<file path="src/rtl/fetch_stage.sv">
// Instruction fetch stage: owns the PC, addresses instruction memory and buffers {pc, instr}
// toward decode. Define FETCH_MISALIGN_TRAP_EN to trap misaligned redirect targets.
module fetch_stage #(
    parameter int unsigned ADDR_WIDTH = 32,
    parameter int unsigned DATA_WIDTH = 32,
    parameter logic [ADDR_WIDTH-1:0] RESET_PC = '0,
    parameter int unsigned FIFO_DEPTH = 2
) (
    input  logic                  clk_i,
    input  logic                  rst_i,
    output logic [ADDR_WIDTH-1:0] imem_addr_o,
    input  logic [DATA_WIDTH-1:0] imem_data_i,
    input  logic                  redirect_i,
    input  logic [ADDR_WIDTH-1:0] redirect_pc_i,
    output logic                  valid_o,
    output logic [DATA_WIDTH-1:0] instr_o,
    output logic [ADDR_WIDTH-1:0] pc_o,
    input  logic                  ready_i,
    output logic                  misaligned_o
);

    localparam int unsigned PtrW = $clog2(FIFO_DEPTH);
    localparam int unsigned CntW = $clog2(FIFO_DEPTH + 1);
    localparam int unsigned IncBytes = DATA_WIDTH / 8;
    localparam logic [ADDR_WIDTH-1:0] PcInc = ADDR_WIDTH'(IncBytes);
    localparam logic [ADDR_WIDTH-1:0] AlignMask = ADDR_WIDTH'(IncBytes - 1);
    localparam logic [CntW-1:0] FullCnt = CntW'(FIFO_DEPTH);

    logic [ADDR_WIDTH-1:0] pc_q, pc_d;
    logic [PtrW-1:0]       wr_ptr_q, wr_ptr_d;
    logic [PtrW-1:0]       rd_ptr_q, rd_ptr_d;
    logic [CntW-1:0]       count_q, count_d;
    logic [ADDR_WIDTH-1:0] pc_mem_q [FIFO_DEPTH];
    logic [DATA_WIDTH-1:0] instr_mem_q [FIFO_DEPTH];

    logic                  pop;
    logic                  push;
    logic                  halted;
    logic [ADDR_WIDTH-1:0] redirect_target;

`ifdef FETCH_MISALIGN_TRAP_EN
    typedef enum logic {StRun, StHalt} state_e;
    state_e state_q, state_d;
    logic   target_misaligned;

    assign target_misaligned = |(redirect_pc_i & AlignMask);
    assign redirect_target   = redirect_pc_i;

    always_comb begin
        state_d = state_q;
        if (redirect_i) begin
            state_d = target_misaligned ? StHalt : StRun;
        end
    end

    always_ff @(posedge clk_i or posedge rst_i) begin
        if (rst_i) begin
            state_q <= StRun;
        end else begin
            state_q <= state_d;
        end
    end

    assign halted       = (state_q == StHalt);
    assign misaligned_o = halted;
`else
    // Without the trap, misaligned targets are silently rounded down to a word boundary.
    assign redirect_target = redirect_pc_i & ~AlignMask;
    assign halted          = 1'b0;
    assign misaligned_o    = 1'b0;
`endif

    assign valid_o     = (count_q != '0);
    assign instr_o     = instr_mem_q[rd_ptr_q];
    assign pc_o        = pc_mem_q[rd_ptr_q];
    assign imem_addr_o = pc_q;

    assign pop  = valid_o & ready_i;
    assign push = ~redirect_i & ~halted & ((count_q < FullCnt) | pop);

    always_comb begin
        pc_d     = pc_q;
        wr_ptr_d = wr_ptr_q;
        rd_ptr_d = rd_ptr_q;
        count_d  = count_q;
        if (redirect_i) begin
            // A same-cycle pop is dropped with the flush; decode squashes it.
            pc_d     = redirect_target;
            wr_ptr_d = '0;
            rd_ptr_d = '0;
            count_d  = '0;
        end else begin
            if (push) begin
                pc_d     = pc_q + PcInc;
                wr_ptr_d = wr_ptr_q + PtrW'(1);
            end
            if (pop) begin
                rd_ptr_d = rd_ptr_q + PtrW'(1);
            end
            if (push && !pop) begin
                count_d = count_q + CntW'(1);
            end else if (pop && !push) begin
                count_d = count_q - CntW'(1);
            end
        end
    end

    always_ff @(posedge clk_i or posedge rst_i) begin
        if (rst_i) begin
            pc_q     <= RESET_PC;
            wr_ptr_q <= '0;
            rd_ptr_q <= '0;
            count_q  <= '0;
        end else begin
            pc_q     <= pc_d;
            wr_ptr_q <= wr_ptr_d;
            rd_ptr_q <= rd_ptr_d;
            count_q  <= count_d;
        end
    end

    always_ff @(posedge clk_i) begin
        if (push) begin
            pc_mem_q[wr_ptr_q]    <= pc_q;
            instr_mem_q[wr_ptr_q] <= imem_data_i;
        end
    end

endmodule

</file>
<file path="config.mk">
export PLATFORM = sky130hd
export DESIGN_NAME = fetch_stage
export DESIGN_NICKNAME = d
export VERILOG_FILES = /design/src/rtl/fetch_stage.sv
export SDC_FILE = /design/constraint.sdc
export NUM_CORES = 1
export LEC_CHECK = 0
export ABC_AREA = 1
export BUFFER_PORTS_ARGS = -buffer_cell sky130_fd_sc_hd__buf_2
export CAP_MARGIN = 20
export CORE_MARGIN = 4
export CORE_UTILIZATION = 40
export DETAILED_ROUTE_END_ITERATION = 16
export PLACE_DENSITY = 0.71
export SETUP_SLACK_MARGIN = 0.4
export SLEW_MARGIN = 40
export SYNTH_ARGS = -nofsm -noshare
export SYNTH_HDL_FRONTEND = slang
export SYNTH_SLANG_ARGS = --single-unit
</file>
<file path="constraint.sdc">
create_clock -name clk_i -period 5.4 [get_ports clk_i]
set_input_delay 0.27 -clock clk_i [delete_from_list [all_inputs] [get_ports clk_i]]
set_output_delay 0.27 -clock clk_i [all_outputs]
set_load 0.005 [all_outputs]
</file>
==> impl_metrics.yaml, run 1 <==
detailed_routing:
  viasPerCell: 4.72
  ant_nets: 0
  avgRoutedWirePerCell_um: 15.1
  drtIter0Drc: 334
  wl_um: 16600
  drc_errors: 0
  vias: 5204
  firstDrtPassIters: 5
global_route:
  antenna_found_initial: 0
  grt_util_met1_pct: 22.9
  busiest_layer: "met2"
  gr-total-overflow: 0
  grt_start_max_net_pins: 64
  grt_pass1_vias: 5012
  met3_usage_pct: 3.96
  gr-usage-all-layers_pct: 17.4
  grt_pass1_wl_um: 26600
  grt_use_met2_pct: 28.3
clocking:
  cts-root-buf: "clkbuf_16"
  cts_tree: "done"
  htree_levels: 4
  cts_buffers: 17
  clock_sinks: 158
  cts_setup_buffers: 0
  clk_pin_slew_worst_paths_ps: 60
  worstSkewPairLatency_ps: 420
  clock_path_buffers: 2
setup_path:
  crit_end: "pc_o[7]"
  crit_path_max_incr_delay_ps: 490
  crit_start: "rd_ptr_q"
  reg2reg_to: "instr_mem_q[0][27]"
  r2r-start: "count_q[1]"
  path_buf_inv: 4
  crit_path_top_delay_cell: "buf_4"
  arrival_ps: 2420
  reg2regPathDepth: 7
  cp-end-kind: "primary output"
  cp_top_family: "buffers and inverters"
  cp_max_fo: 63
  path_cells: "buf_4 > inv_2 > buf_4 > nand2_1 > nand2_1 > buf_2"
  cp-start-kind: "flip-flop"
  crit_required_ps: 5130
  cp_num_cells: 6
  critPathKind: "reg -> out"
  rrSetupSlack_ps: 2900
pwr:
  p_sw_uw: 775
  power.density_nw_per_um2: 361
  p_total_uw: 3100
  pwr-share-seq_pct: 49.1
  combinationalPowerShare_pct: 12.7
  ir_worst_vdd_mv: 0.231
  clockPowerShare_pct: 38.3
  p_leak_uw: 0.00385
  internal-power_uw: 2320
  p_sw_share_pct: 25.0
logic_synthesis:
  syn_area_per_cell_sq_um: 9.94
  ys.flop_type: "edfxtp_1"
  yosysWarnings: 0
  synth-edff-count: 124
  async_reset_ff_share_pct: 21.5
  synth_area_sq_um: 6990
  ys_ff_latch: 158
  syn_inst: 703
  synth-seq-area-share_pct: 65.5
  synth_cell_types: 35
sta:
  whs_ps: 43.2
  fmax_mhz: 372
  slew-limit-headroom_pct: 50.1
  hold_violations: 0
  clock_skew_ps: 9.82
  period_needed_ps: 2690
  fin_crit_sh_pct: 49.8
  tightest_slew_ps: 744
  rsz0062_at_grt: "no"
  setup_viol: 0
  fin_setup_tns_ps: 0
  maxSlewViolCount: 0
finish:
  diodes: 0
  syn2layout_area_growth_pct: 22.9
  postLayoutCoreUtil_pct: 49.8
  fin_nets: 933
  finalInstanceArea_sq_um: 8590
  drive_gt1_share_pct: 25.1
floorplanning:
  fp.dieW_um: 140
  core_sq_um: 17200
  die_area_sq_um: 19600
  initial_core_util_pct: 40.5
  die_h_um: 140
  io_pins: 166
  rows: 48
job:
  maxCapViolations: 0
placement:
  place.port_buffers: 158
  globalplace.congestion: 0.837
  dpl.hpwl_um: 11400
  dpl_cell_area_sq_um: 7980
status:
  outcome: "finished, final reports clean"
worst_hold_path:
  worstHoldPathType: "in -> reg"
[sequential cells by signal (all words and copies together), names as in the netlist]
signal,flops
count_q,2
imem_addr_o,30
instr_mem_q,64
pc_mem_q,60
rd_ptr_q,1
wr_ptr_q,1
[metrics by stage]
stage | std cells | worst slack, ps
floorplan | 707 | 1480
global placement | 1068 | 2100
detailed placement | 1069 | 2200
CTS | 1102 | 2640
global route | 1102 | 2440
finish | 1102 | 2710
[power groups by stage]
stage	sequential [uW]	combinational, uW	clock [uW]
2_1_floorplan	1520	222	0
3_3_place_gp	1540	389	0
3_5_place_dp	1540	398	0
4_1_cts	1520	400	1210
5_1_grt	1530	450	1270
6_report	1520	392	1190
[how the worst min path moves through the flow]
stage	endpoint	startpoint	cells past startpoint	slack (ps)
finish	instr_mem_q[1][22]	imem_data_i[22]	1	40
detailed placement	imem_addr_o[2]	rst_i	3	400
floorplan	instr_mem_q[0][0]	imem_data_i[0]	0	370
global placement	imem_addr_o[2]	rst_i	3	390
CTS	instr_mem_q[1][22]	imem_data_i[22]	1	20
global route	instr_mem_q[1][19]	imem_data_i[19]	1	20
[synth_stat cells, types with 3 or more instances]
cell type | count | share of area [%]
nor2_2 | 3 | 0.27
inv_1 | 46 | 2.5
clkbuf_1 | 14 | 0.75
buf_4 | 6 | 0.64
nand3_1 | 42 | 3.0
nand2_1 | 318 | 17
nand2_4 | 4 | 0.64
a21oi_1 | 5 | 0.36
o21ai_2 | 9 | 1.1
dfrtp_1 | 34 | 12
edfxtp_1 | 124 | 53
nand4_1 | 5 | 0.45
xor2_1 | 3 | 0.38
o21bai_1 | 8 | 0.86
o21ai_0 | 11 | 0.79
nor3_1 | 3 | 0.21
o211ai_1 | 5 | 0.54
buf_2 | 3 | 0.21
nor2_1 | 39 | 2.1
[cells by family (layout without fill, tap and decap cells)]
family,count (synthesis),in the layout,synth area share (%)
XOR/XNOR,5,5,0.627
AO/OA/AOI/OAI,43,43,4.19
other,1,5,0.0537
flip-flops,158,158,65.5
adder cells (fa/ha/maj),1,1,0.179
buffers and inverters,77,247,5.01
AND/OR/NAND/NOR,418,418,24.5
[what timing repair did]
action,in CTS,in global routing
hold endpoints to repair,34,0
gates resized for setup,0,0
hold buffers,1,0
[worst register-to-register path, delay by kind of cell (launching register included)]
kind / cells / cell delay (ps)
flops: 1 / 420
simple gates: 5 / 990
buf+inv: 2 / 690
[routing by layer]
layer	up-vias	routed length (um)
li1	2623	-
met1	2385	7380
met2	178	7950
met3	18	988
met4	0	333
met5	-	0
[cell type report]
type / count / area, sq um
Clock inverter: 11 / 141
Clock buffer: 21 / 450
Tap cell: 225 / 282
Multi-Input combinational cell: 472 / 2090
Fill cell: 1573 / 8650
Timing Repair Buffer: 165 / 853
Sequential cell: 158 / 4580
Inverter: 50 / 191
[cell usage in the layout (no fill, tap or decap), types with 2 or more instances in the layout]
master | synthesis | layout
nand2_1 | 318 | 318
buf_2 | 3 | 158
edfxtp_1 | 124 | 124
inv_1 | 46 | 45
nand3_1 | 42 | 42
nor2_1 | 39 | 37
dfrtp_1 | 34 | 33
clkbuf_16 | 0 | 17
o21ai_0 | 11 | 11
o21ai_2 | 9 | 9
o21bai_1 | 8 | 8
a21oi_1 | 5 | 5
nand4_1 | 5 | 5
clkinv_2 | 1 | 5
o211ai_1 | 5 | 5
conb_1 | 1 | 5
buf_4 | 6 | 5
nor2_4 | 2 | 4
nand2_4 | 4 | 4
nor2_2 | 3 | 3
xor2_1 | 3 | 3
nor3_1 | 3 | 3
bufinv_16 | 0 | 3
clkbuf_1 | 14 | 3
clkinvlp_4 | 0 | 3
inv_2 | 2 | 2
o221ai_1 | 2 | 2
xnor2_1 | 2 | 2
Note: power is estimated with default switching activity, not from simulation.
==> run 2: changes to the inputs <==
--- a/config.mk
+++ b/config.mk
@@ -5,13 +5,13 @@
 export SDC_FILE = /design/constraint.sdc
 export NUM_CORES = 1
 export LEC_CHECK = 0
-export ABC_AREA = 1
+export ABC_AREA = 0
 export BUFFER_PORTS_ARGS = -buffer_cell sky130_fd_sc_hd__buf_2
 export CAP_MARGIN = 20
 export CORE_MARGIN = 4
 export CORE_UTILIZATION = 40
 export DETAILED_ROUTE_END_ITERATION = 16
-export PLACE_DENSITY = 0.71
+export PLACE_DENSITY = 0.72
 export SETUP_SLACK_MARGIN = 0.4
 export SLEW_MARGIN = 40
 export SYNTH_ARGS = -nofsm -noshare
==> constraint.sdc (replaced) <==
create_clock -name clk_i -period 2.8 [get_ports clk_i]
set_input_delay 0.14 -clock clk_i [delete_from_list [all_inputs] [get_ports clk_i]]
set_output_delay 0.14 -clock clk_i [all_outputs]
set_load 0.005 [all_outputs]
==> run 2 against run 1 <==
Compared with the run above:
- clock power increased by 110%
- sequential cell count stayed put
- sequential share of layout area decreased by 1.5 points
- critical endpoint is now imem_addr_o[17]
- global-route usage about the same
- design area grew 2.9%
- synthesized cell count shrank 38%
- largest power group unchanged
- power up 98%
- final cell count shrank 19%
- setup slack got worse by 2100 ps
- utilization rose by 5.6 points
- clock skew down 3.4 ps
==> impl_metrics.yaml, run 2 <==
status:
  outcome: "finished, final reports clean"
worst_hold_path:
  worstHoldPathType: "in -> reg"
sta:
  fin_setup_tns_ps: 0
  rsz0062_at_grt: "no"
  fmax_mhz: 450
  slew-limit-headroom_pct: 56.5
  setup_viol: 0
  fin_crit_sh_pct: 79.4
  period_needed_ps: 2220
  hold_violations: 0
  tightest_slew_ps: 652
  clock_skew_ps: 6.44
  maxSlewViolCount: 0
  worst_slack_ps: 578
clocking:
  htree_levels: 4
  clk_pin_slew_worst_paths_ps: 60
  cts-root-buf: "clkbuf_16"
  clock_path_buffers: 2
  clock_sinks: 158
  cts_tree: "done"
  cts_buffers: 17
  cts.repair.resized: 0
  worstSkewPairLatency_ps: 410
global_route:
  grt_start_max_net_pins: 48
  antenna_found_initial: 0
  gr-total-overflow: 0
  grt_pass1_vias: 4848
  grt_pass1_wl_um: 24700
  gr-usage-all-layers_pct: 17.4
logic_synthesis:
  syn_inst: 437
  synth-seq-area-share_pct: 69.9
  yosysMostFrequentCell: "edfxtp_1"
  ys.flop_type: "edfxtp_1"
  synth-edff-count: 124
  ys_ff_latch: 158
  synth_area_leader_cell: "edfxtp_1"
  synth_area_sq_um: 6550
  netlist_top_cells_area: "edfxtp_1 57%, dfrtp_1 13%, mux2_2 11%"
  syn_area_per_cell_sq_um: 15.0
  synth.top_cell.area_share_pct: 56.9
  async_reset_ff_share_pct: 21.5
  yosys-top-cells-count: "124 x edfxtp_1, 62 x mux2_2, 34 x dfrtp_1, 29 x nand2_1, 18 x nor2_1"
  yosysWarnings: 0
  synth_cell_types: 45
finish:
  fin_nets: 730
  largest_register: "instr_mem_q"
  drive_gt1_share_pct: 40.2
  mostFrequentLayoutCells: "158 x buf_2, 124 x edfxtp_1, 62 x mux2_2"
  largest_register_ffs: 64
  final_common_cell: "buf_2"
  syn2layout_area_growth_pct: 35.0
  fin_cells: 890
  diodes: 0
  postLayoutCoreUtil_pct: 55.4
floorplanning:
  die_h_um: 136
  fp.dieW_um: 136
  die_area_sq_um: 18500
  core_sq_um: 15900
  initial_core_util_pct: 41.1
  io_pins: 166
  rows: 46
setup_path:
  crit_required_ps: 3130
  cp-start-kind: "flip-flop"
  cp_max_fo: 15
  critPathKind: "reg -> reg"
  cp-end-kind: "flip-flop"
  arrival_ps: 2550
pwr:
  p_leak_uw: 0.00338
  power.density_nw_per_um2: 693
  p_total_uw: 6130
  ir_worst_vdd_mv: 0.425
detailed_routing:
  vias: 4582
  drc_errors: 0
  route.met2.wl_um: 8050
  firstDrtPassIters: 4
  drtIter0Drc: 206
  wl_met1_um: 6580
  avgRoutedWirePerCell_um: 17.8
  ant_nets: 0
  top_layer_used: "met4"
  wl_um: 15900
  viasPerCell: 5.15
  met3_length_um: 1060
placement:
  globalplace.congestion: 0.810
  dp_cells: 799
  dpl.hpwl_um: 10500
  post-place-ws_ps: 604
  place.port_buffers: 158
job:
  maxCapViolations: 0
run 2: cell types whose count changed after synthesis, moves of 5 or more:
cell	previous run	this run
nand3_1	42	14
inv_1	46	8
a31oi_1	1	11
nand2_1	318	29
mux2_2	0	62
o21bai_1	8	0
or4_1	0	12
nor2_1	39	18
o31ai_1	0	9
nor4_1	0	7
and3_1	0	5
o21ai_2	9	0
run 2: cell families after synthesis:
group                      synth area share (%)
DFF                                        69.9
and+or+nand+nor                            9.48
muxes                                      10.8
AOI/OAI and AO/OA                          5.56
buffers and inverters                      2.54
xor gates and xnor gates                   1.47
adders and majority gates                 0.191
other                                    0.0573
run 2: critical path, stage by stage (launching register included):
cell     delay, ps
dfrtp_1        460
nand3_1        250
or4_4          700
or4_1          520
a31oi_1        200
run 2: path summary, 6_finish.rpt:
path / endpoint / slack, ps / startpoint / cells after the start
hold / removal: imem_addr_o[23] / 20 / redirect_pc_i[23] / 3
hold reg to reg: count_q[1] / 560 / count_q[0] / 2
min in group asynchronous: imem_addr_o[11] / 360 / rst_i / 4
setup / recovery: imem_addr_o[17] / 580 / imem_addr_o[8] / 4
setup reg to reg: imem_addr_o[17] / 580 / imem_addr_o[8] / 4
max in group asynchronous: rd_ptr_q / 2100 / rst_i / 4
run 2: layer usage:
| metal | global-route usage, % | up-vias |
|---|---|---|
| met3 | 4.70 | 18 |
| met5 | 0 | - |
| met1 | 20.8 | 2264 |
| met4 | 6.38 | 0 |
| li1 | - | 2131 |
| met2 | 30.2 | 169 |
run 2: metrics by stage:
step	cell area [sq um]	hold slack (ps)
after floorplan	6590	239
after global placement	7600	267
after detailed placement	7600	261
after CTS	8840	12.1
after global routing	8840	36.5
final	8840	22.7
run 2: layout make-up:
| cell class | instances | area [sq um] |
|---|---|---|
| clock inverters | 13 | 210 |
| inverters | 9 | 33.8 |
| flip-flops and latches | 158 | 4580 |
| clock buffers | 19 | 433 |
| fillers | 1318 | 7110 |
| multi-input cells | 248 | 1830 |
| well taps | 216 | 270 |
| repair buffers | 227 | 1480 |
run 2: power breakdown:
| group | internal, uW | switching (uW) |
|---|---|---|
| combinational | 392 | 369 |
| clock | 1590 | 890 |
| sequential | 2750 | 140 |
run 2: timing repair:
item / 4_1_cts / 5_1_grt
setup buffers: 0 / 0
hold endpoints to repair: 124 / 0
setup endpoints to repair: 0 / 0
hold buffers: 59 / 0
==> run 3: changes to the inputs <==
--- a/config.mk
+++ b/config.mk
@@ -11,7 +11,7 @@
 export CORE_MARGIN = 4
 export CORE_UTILIZATION = 40
 export DETAILED_ROUTE_END_ITERATION = 16
-export PLACE_DENSITY = 0.72
+export PLACE_DENSITY = 0.74
 export SETUP_SLACK_MARGIN = 0.4
 export SLEW_MARGIN = 40
 export SYNTH_ARGS = -nofsm -noshare
==> constraint.sdc (replaced) <==
create_clock -name clk_i -period 1.9 [get_ports clk_i]
set_input_delay 0.095 -clock clk_i [delete_from_list [all_inputs] [get_ports clk_i]]
set_output_delay 0.095 -clock clk_i [all_outputs]
set_load 0.005 [all_outputs]
==> run 3 against run 2 <==
Compared with the run above:
- the flow now finishes with violations (negative setup slack)
- die area stayed put
- sequential power up 45%
- clock skew is 5.7 ps higher
- utilization up 13 points
- sequential cell count is the same
- final cell count is 11% higher
- combinational power grew to 3.0 times the previous value
- first-iteration DRC count increased by 91%
- sequential share of layout area fell by 9.5 points
- via count up 14%
- setup slack lost 640 ps
- highest routed layer unchanged
==> impl_metrics.yaml, run 3 (synthesized netlist as in run 2, its figures left out) <==
finish:
  syn2layout_area_growth_pct: 65.7
  finalInstanceArea_sq_um: 10800
  final_common_cell: "edfxtp_1"
  mostFrequentLayoutCells: "124 x edfxtp_1, 96 x buf_2, 77 x buf_6"
  drive_gt1_share_pct: 51.6
  fin_nets: 824
  largest_register_ffs: 64
  largest_register: "instr_mem_q"
setup_path:
  crit_path_top_delay_cell: "or4_4"
  reg2regPathDepth: 4
  cp-start-kind: "flip-flop"
  cp_max_fo: 7
  crit_required_ps: 2240
  critPathKind: "reg -> reg"
  rrSetupSlack_ps: -60
  arrival_ps: 2300
  reg2reg_to: "imem_addr_o[17]"
  cp-end-kind: "flip-flop"
  crit_path_max_incr_delay_ps: 630
  r2r-start: "imem_addr_o[5]"
  path_cells: "nand3_4 > or4_4 > or4_1 > a31oi_2"
pwr:
  clockPowerShare_pct: 33.6
  combinationalPowerShare_pct: 23.3
  internal-power_uw: 7200
  ir_worst_vdd_mv: 0.686
  p_total_uw: 9720
  power.density_nw_per_um2: 897
  p_leak_uw: 0.00436
  p_sw_uw: 2520
  p_sw_share_pct: 25.9
  pwr-share-seq_pct: 43.1
sta:
  clock_skew_ps: 12.1
  worst_slack_ps: -63.6
  setup_viol: 2
  hold_violations: 0
  period_needed_ps: 1960
  maxSlewViolCount: 0
  fmax_mhz: 509
  fin_crit_sh_pct: 103
  rsz0062_at_grt: "yes"
global_route:
  antenna_found_initial: 1
  grt_pass1_wl_um: 29000
  grt_start_max_net_pins: 35
  gr-total-overflow: 0
  gr-usage-all-layers_pct: 20.9
  grt_pass1_vias: 5400
job:
  maxCapViolations: 0
clocking:
  worstSkewPairLatency_ps: 430
  clock_path_buffers: 2
  cts-root-buf: "clkbuf_16"
  cts_tree: "done"
  clk_pin_slew_worst_paths_ps: 70
  cts_buffers: 17
  clock_sinks: 158
  htree_levels: 4
placement:
  dpl.hpwl_um: 11200
  globalplace.congestion: 0.850
  place.port_buffers: 158
  dpl_cell_area_sq_um: 8000
status:
  violations: "negative setup slack"
  outcome: "finished with violations"
worst_hold_path:
  hold_end: "count_q[1]"
  worstHoldPathType: "in -> reg"
  hold_depth: 4
  min_from: "ready_i"
floorplanning:
  rows: 46
  core_sq_um: 15900
  fp.dieW_um: 136
  io_pins: 166
  die_h_um: 136
  initial_core_util_pct: 41.1
  die_area_sq_um: 18500
detailed_routing:
  firstDrtPassIters: 4
  drtIter0Drc: 394
  ant_nets: 0
  vias: 5236
  avgRoutedWirePerCell_um: 22.0
  wl_um: 21700
  viasPerCell: 5.32
  drc_errors: 0
-- run 3: changes by cell type in the layout (fill, tap and decap cells not counted), moves of 6 or more --
cell and delta:
buf_2 -62, dfrtp_1 -6, buf_4 +42, buf_12 +11, mux2_4 +62, buf_6 +77
buf_16 +11, dfrtp_2 +6, mux2_2 -62
-- run 3: per-stage QoR --
step           hold slack, ps  setup WS [ps]  TNS, ps  util (%)  std cells
2_1_floorplan             194           -685   -42550         -        441
3_3_place_gp              215           52.1        0      50.2        837
3_5_place_dp              224           7.24        0      50.2        837
4_1_cts                  13.1           26.1        0      63.0        971
5_1_grt                  54.1          -90.0     -241      68.0        985
6_report                 32.0          -63.6    -86.8      68.0        985
-- run 3: how the worst max path moves through the flow --
stage	startpoint	to	slack [ps]	cells past startpoint
final	imem_addr_o[5]	imem_addr_o[17]	-60	4
after CTS	imem_addr_o[5]	imem_addr_o[25]	30	4
after global placement	imem_addr_o[5]	imem_addr_o[13]	50	5
after detailed placement	imem_addr_o[2]	imem_addr_o[16]	7	5
after floorplan	count_q[1]	instr_mem_q[0][0]	-680	3
after global routing	imem_addr_o[3]	imem_addr_o[17]	-90	5
-- run 3: repair_timing --
action / in CTS / in global routing
cloned: 12 / 4
endpoints found under the setup margin: 201 / 148
hold buffers: 64 / 0
hold endpoints to repair: 129 / 0
resized for setup: 71 / 125
setup buffers: 26 / 9
pin swaps: 7 / 11
-- run 3: final cells by class --
| type | count | area (sq um) |
|---|---|---|
| repair buffers | 319 | 3090 |
| well taps | 216 | 270 |
| multi-input cells | 250 | 2300 |
| inverters | 9 | 33.8 |
| flip-flops and latches | 158 | 4580 |
| fillers | 1036 | 5100 |
| clock inverters | 14 | 138 |
| clock buffers | 18 | 429 |
| diodes | 1 | 2.50 |
-- run 3: critical path, delay by kind of cell (launching register included) --
family,cells,cell delay (ps)
simple gates,3,1240
flops,1,390
compound gates,1,240
-- run 3: power groups by stage --
stage                     Combinational (uW)  Clock, uW  Sequential [uW]
after detailed placement                1270          0             4240
after CTS                               1810       3290             4170
after floorplan                          584          0             4260
final                                   2260       3270             4190
after global placement                  1230          0             4220
after global routing                    2380       3470             4210
-- run 3: routing by layer --
layer | up-vias | GRT usage [%] | routed length (um)
li1 | 2328 | - | -
met1 | 2599 | 23.3 | 7980
met2 | 267 | 38.2 | 11500
met3 | 42 | 5.33 | 1570
met4 | 0 | 8.29 | 634
met5 | - | 0 | 0
